==> src/rtl/conv_accumulator_27.sv <==
// Accumulates 27-lane kernel-window products over a programmable number of channel
// groups, then adds bias, optionally applies ReLU and saturates to a pixel.
module conv_accumulator_27 #(
    parameter int bitsize   = 14,
    parameter int FRAC_BITS = 7,
    parameter int PROD_W    = 2*bitsize - FRAC_BITS,
    parameter int ACC_W     = PROD_W + 13
) (
    input  logic                      clk,
    input  logic                      rst,
    input  logic                      start_flag,
    input  logic [7:0]                group_count,
    input  logic signed [bitsize-1:0] bias,
    input  logic                      relu_en,
    input  logic [PROD_W*27-1:0]      Mul_result,
    input  logic                      valid,
    output logic signed [bitsize-1:0] result,
    output logic                      result_valid,
    output logic                      sat_flag,
    output logic                      busy
);

    typedef enum logic [1:0] {
        IDLE   = 2'd0,
        ACCUM  = 2'd1,
        FINISH = 2'd2
    } state_t;

    localparam logic signed [ACC_W-1:0] PIX_MAX_S =
        {{(ACC_W-bitsize+1){1'b0}}, {(bitsize-1){1'b1}}};
    localparam logic signed [ACC_W-1:0] PIX_MIN_S =
        {{(ACC_W-bitsize+1){1'b1}}, {(bitsize-1){1'b0}}};

    state_t                      state_r, state_nxt_s;
    logic [7:0]                  gc_r, in_cnt_r, out_cnt_r;
    logic signed [bitsize-1:0]   bias_r;
    logic                        relu_r;
    logic signed [ACC_W-1:0]     acc_r;
    logic signed [ACC_W-1:0]     lane_s [27];
    logic signed [ACC_W-1:0]     s1_r [9];
    logic signed [ACC_W-1:0]     s2_r [3];
    logic signed [ACC_W-1:0]     s3_r;
    logic                        v1_r, v2_r, v3_r;
    logic                        accept_s, start_ok_s, acc_done_s;
    logic signed [ACC_W-1:0]     sum_s;
    logic [bitsize:0]            sat_s;
    logic signed [bitsize-1:0]   result_r;
    logic                        result_valid_r, sat_r, busy_r;

    function automatic logic signed [ACC_W-1:0] sext_prod(input logic [PROD_W-1:0] p);
        return {{(ACC_W-PROD_W){p[PROD_W-1]}}, p};
    endfunction

    // Returns {clip_flag, pixel}: ReLU clamp first, then two-sided saturation.
    function automatic logic [bitsize:0] saturate(input logic signed [ACC_W-1:0] s,
                                                  input logic relu);
        logic [bitsize:0] r;
        if (relu && s[ACC_W-1]) begin
            r = {1'b1, {bitsize{1'b0}}};
        end else if (s > PIX_MAX_S) begin
            r = {1'b1, 1'b0, {(bitsize-1){1'b1}}};
        end else if (s < PIX_MIN_S) begin
            r = {1'b1, 1'b1, {(bitsize-1){1'b0}}};
        end else begin
            r = {1'b0, s[bitsize-1:0]};
        end
        return r;
    endfunction

    // Lane unpacking and control qualifiers.
    always_comb begin
        for (int i = 0; i < 27; i++) begin
            lane_s[i] = sext_prod(Mul_result[i*PROD_W +: PROD_W]);
        end
        start_ok_s = (state_r == IDLE) && start_flag;
        accept_s   = (state_r == ACCUM) && valid && (in_cnt_r < gc_r);
        acc_done_s = (state_r == ACCUM) && v3_r && ((out_cnt_r + 8'd1) == gc_r);
        sum_s      = acc_r + {{(ACC_W-bitsize){bias_r[bitsize-1]}}, bias_r};
        sat_s      = saturate(sum_s, relu_r);
    end

    // Next-state logic.
    always_comb begin
        state_nxt_s = state_r;
        case (state_r)
            IDLE: begin
                if (start_flag) begin
                    state_nxt_s = ACCUM;
                end else begin
                    state_nxt_s = IDLE;
                end
            end
            ACCUM: begin
                if (acc_done_s) begin
                    state_nxt_s = FINISH;
                end else begin
                    state_nxt_s = ACCUM;
                end
            end
            FINISH:  state_nxt_s = IDLE;
            default: state_nxt_s = IDLE;
        endcase
    end

    // State register.
    always_ff @(posedge clk) begin
        if (rst) begin
            state_r <= IDLE;
        end else begin
            state_r <= state_nxt_s;
        end
    end

    // Pipelined 3-level adder tree, each stage with its own valid.
    always_ff @(posedge clk) begin
        if (rst) begin
            v1_r <= 1'b0;
            v2_r <= 1'b0;
            v3_r <= 1'b0;
            s3_r <= {ACC_W{1'b0}};
            for (int k = 0; k < 9; k++) s1_r[k] <= {ACC_W{1'b0}};
            for (int k = 0; k < 3; k++) s2_r[k] <= {ACC_W{1'b0}};
        end else begin
            v1_r <= accept_s;
            v2_r <= v1_r;
            v3_r <= v2_r;
            for (int k = 0; k < 9; k++) begin
                s1_r[k] <= lane_s[3*k] + lane_s[3*k+1] + lane_s[3*k+2];
            end
            for (int k = 0; k < 3; k++) begin
                s2_r[k] <= s1_r[3*k] + s1_r[3*k+1] + s1_r[3*k+2];
            end
            s3_r <= s2_r[0] + s2_r[1] + s2_r[2];
        end
    end

    // Per-pixel configuration, input/output window counters and accumulator.
    always_ff @(posedge clk) begin
        if (rst) begin
            gc_r      <= 8'd1;
            bias_r    <= {bitsize{1'b0}};
            relu_r    <= 1'b0;
            acc_r     <= {ACC_W{1'b0}};
            in_cnt_r  <= 8'd0;
            out_cnt_r <= 8'd0;
        end else if (start_ok_s) begin
            gc_r      <= (group_count == 8'd0) ? 8'd1 : group_count;
            bias_r    <= bias;
            relu_r    <= relu_en;
            acc_r     <= {ACC_W{1'b0}};
            in_cnt_r  <= 8'd0;
            out_cnt_r <= 8'd0;
        end else begin
            if (accept_s) begin
                in_cnt_r <= in_cnt_r + 8'd1;
            end
            if ((state_r == ACCUM) && v3_r) begin
                acc_r     <= acc_r + s3_r;
                out_cnt_r <= out_cnt_r + 8'd1;
            end
        end
    end

    // Registered outputs; sat_flag only ever accompanies result_valid.
    always_ff @(posedge clk) begin
        if (rst) begin
            result_r       <= {bitsize{1'b0}};
            result_valid_r <= 1'b0;
            sat_r          <= 1'b0;
            busy_r         <= 1'b0;
        end else begin
            result_valid_r <= 1'b0;
            sat_r          <= 1'b0;
            if (state_r == FINISH) begin
                result_r       <= sat_s[bitsize-1:0];
                result_valid_r <= 1'b1;
                sat_r          <= sat_s[bitsize];
                busy_r         <= 1'b0;
            end else if (start_ok_s) begin
                busy_r <= 1'b1;
            end
        end
    end

    assign result       = result_r;
    assign result_valid = result_valid_r;
    assign sat_flag     = sat_r;
    assign busy         = busy_r;

endmodule

==> config.mk <==
export PLATFORM = sky130hd
export DESIGN_NAME = conv_accumulator_27
export DESIGN_NICKNAME = d
export VERILOG_FILES = /design/src/rtl/conv_accumulator_27.sv
export SDC_FILE = /design/constraint.sdc
export NUM_CORES = 2
export LEC_CHECK = 0
export ABC_AREA = 0
export BUFFER_PORTS_ARGS = -buffer_cell sky130_fd_sc_hd__buf_2
export CORE_UTILIZATION = 35
export DETAILED_ROUTE_END_ITERATION = 12
export GPL_TIMING_DRIVEN = 0
export PLACE_DENSITY = 0.55
export SYNTH_ARGS = -nofsm -noshare
export SYNTH_HDL_FRONTEND = slang
export SYNTH_SLANG_ARGS = --single-unit
==> constraint.sdc <==
create_clock -name clk -period 5.3 [get_ports clk]
set_clock_uncertainty 0.15 [all_clocks]
set_input_delay 0.265 -clock clk [delete_from_list [all_inputs] [get_ports clk]]
set_output_delay 0.265 -clock clk [all_outputs]
set_load 0.05 [all_outputs]
==> results.tsv <==
metric	value	unit
outcome	completed	
Worst Setup SP	bias_r[13]$_SDFFE_PP0P_	
Hold WC Path Type	in -> reg	
Clk Latency, worst-skew pair	0.61	ns
total CTS buffers	50	
drt drc	0	
initial antenna violation count	13	
setup violators final	0	
Tot Pwr	0.0180	W
height of the die	316	um
Post-CTS Resized	0	
syn_nets	5034	
mapped cell area	34500	sq um
Warnings, synthesis	0	
layout cells sized above 1	0.167	
die width	316	um
Placer Congestion	0.949	
Slew headroom	0.179	
TNS Setup	0	ns
Initial Util	0.355	
vias	29000	
number of synthesized flops with an enable pin	0	
most common cell after layout, fill and taps aside	buf_2	
Req. time, crit path	5.64	ns
Achievable Freq	209	MHz
unrepaired setup endpoints after global routing	false	
DR WL/cell	18.5	um
grt ovf	0	
leading cell types in the layout, fill and taps excluded	617 x buf_2, 438 x dfxtp_1, 421 x nor2_1	
vias in the first global route	29600	
# Max-Cap Violations	0	
Core Area	97100	sq um
# hold bufs at CTS	41	
post-place setup slack	0.558	ns
CTS tree	yes	
Least-Margin Pin Slew	1.23	ns
PD cells	435	nW/um^2
max-slew violation count	0	
average cell area after synthesis	9.16	sq um
hold endpoint	s1_r[0][272]$_SDFF_PP0_	
Port Buffers	609	
final hold vios	0	
CP Capture Type	flip-flop	
nets	5736	
RR Startpoint	bias_r[13]$_SDFFE_PP0P_	
crit path DAT	5.11	ns
Top Ports	611	
routed vias/inst	5.01	
H-tree depth	2	
Worst Hold Depth	4	
r2r endpoint	sat_flag$_SDFF_PP0_	
Lkg Pwr	19.1	nW
Gate Count Post-Synth	3769	
flop and latch count out of synthesis	438	
number of buffers on the longest clock path	3	
setup slack after layout	0.527	ns
crit-path max FO	22	
setup bufs post-CTS	0	
sequential-to-total area share from yosys stat	0.254	
Reg2Reg Depth	14	
WS Path Type	reg -> reg	
Unique masters post-synth	85	
Period Utilization, post-route	0.901	
1st-pass router iterations	5	
clock transition at the registers of the reported paths	0.06	ns
initial detailed-routing violation count	1364	
main flop type after synthesis	dfxtp_1	
first-pass GRT wire length	164000	um
Hold Crit Start	Mul_result[546]	
FF-to-FF setup slack	0.53	ns
clk root buf	clkbuf_16	
crit path launch type	flip-flop	
num rows	114	
Clock Sinks	438	
largest net degree at the start of global routing	23	
Total GRT Usage	0.213	
Die ar.	99900	sq um
Layout Area Growth over Synthesis	19.8	%
DRT antenna net count	0	
Routed WL	107000	um
Tmin final	4.77	ns
Async SR Flop Fraction	0	
Detailed Place HPWL	91300	um
maximum VDD drop	0.225	mV
[flip-flops by register name, indices dropped and copies added, names as in the netlist, 2 cells and up]
signal,cells
s1_r,207
s2_r,102
acc_r,34
s3_r,34
bias_r,14
result,14
gc_r,8
in_cnt_r,8
out_cnt_r,8
state_r,2
[how the worst max path moves through the flow]
stage,end,slack [ns]
final,sat_flag$_SDFF_PP0_,0.53
after CTS,sat_flag$_SDFF_PP0_,0.56
after floorplan,result[12]$_SDFFE_PP0P_,1.48
after global routing,sat_flag$_SDFF_PP0_,0.33
after detailed placement,sat_flag$_SDFF_PP0_,0.56
after global placement,sat_flag$_SDFF_PP0_,0.62
[Yosys cell counts (7+ instances only)]
| master | n | area share |
|---|---|---|
| a2111oi_0 | 8 | 0.0020 |
| a211o_1 | 13 | 0.0033 |
| a211oi_1 | 36 | 0.0078 |
| a21boi_0 | 20 | 0.0043 |
| a21o_1 | 102 | 0.022 |
| a21oi_1 | 275 | 0.040 |
| a311oi_1 | 10 | 0.0025 |
| a31o_2 | 9 | 0.0023 |
| a31oi_1 | 21 | 0.0038 |
| a32o_1 | 7 | 0.0020 |
| a41o_1 | 17 | 0.0049 |
| a41oi_1 | 11 | 0.0028 |
| and2_1 | 25 | 0.0045 |
| and3_1 | 44 | 0.0080 |
| buf_1 | 7 | 0.00076 |
| buf_2 | 8 | 0.0012 |
| clkbuf_1 | 67 | 0.0073 |
| dfxtp_1 | 438 | 0.25 |
| fa_1 | 306 | 0.18 |
| ha_1 | 365 | 0.13 |
| inv_1 | 172 | 0.019 |
| nand2_1 | 272 | 0.030 |
| nand2b_1 | 54 | 0.0098 |
| nand3_1 | 103 | 0.015 |
| nand4_1 | 24 | 0.0043 |
| nor2_1 | 421 | 0.046 |
| nor2b_1 | 73 | 0.013 |
| nor3_1 | 155 | 0.022 |
| nor3b_1 | 11 | 0.0024 |
| o2111ai_1 | 9 | 0.0023 |
| o211ai_1 | 17 | 0.0037 |
| o21a_1 | 45 | 0.0098 |
| o21ai_0 | 140 | 0.020 |
| o21bai_1 | 14 | 0.0030 |
| o31a_1 | 8 | 0.0020 |
| o31ai_1 | 22 | 0.0048 |
| o41ai_1 | 12 | 0.0030 |
| or2_2 | 19 | 0.0034 |
| or3_1 | 36 | 0.0065 |
| xnor2_1 | 150 | 0.038 |
| xor2_1 | 129 | 0.033 |
[worst max-delay path, cell delays in order, from the launching register on]
cell	delay, ns
dfxtp_1	0.88
ha_1	0.35
clkbuf_1	0.18
a21o_1	0.23
nor3_1	0.14
a21oi_1	0.16
a2111oi_0	0.61
nor2_1	0.19
a311o_1	0.40
xnor2_1	0.19
nand2_1	0.10
nor4b_2	0.47
buf_2	0.31
nand3_1	0.10
o21a_1	0.19
[report_power, final]
part           internal, W  switching (W)
sequential         0.00417       0.000498
clock              0.00230        0.00147
combinational      0.00416        0.00539
[layer usage]
layer	GRT usage	wire length, um	up-vias
li1	-	-	14600
met1	0.269	47400	13600
met2	0.382	53200	606
met3	0.0216	3600	130
met4	0.0605	3020	12
met5	0	72	-
[cell families (layout without fill, tap and decap cells)]
logic type	count (synthesis)	in the layout	synth area share
AND/OR/NAND/NOR	1267	1267	0.172
AO/OA/AOI/OAI	849	849	0.162
adder cells (fa/ha/maj)	671	671	0.310
flip-flops	438	438	0.254
XOR/XNOR	279	279	0.0708
buffers and inverters	255	994	0.0282
multiplexers	10	10	0.00308
other	0	2	0
[through the flow]
stage	instances	hold slack, ns	utilization	instance area, sq um
after floorplan	3769	0.251	-	34500
after global placement	5654	0.273	0.403	39200
after detailed placement	5654	0.279	0.403	39200
after CTS	5784	0.000812	0.426	41300
after global routing	5786	0.0374	0.426	41400
final	5786	0.0206	0.426	41400
[cell type report]
class,instances,area (sq um)
antenna,2,5.00
buffer,83,329
clock buffer,61,1340
clock inverter,28,433
fill,9729,55800
inverter,172,646
multi-input combinational,3076,24800
sequential,438,8770
tap,1276,1600
timing repair buffer,650,3460
Power figures use the tool's default switching activity.
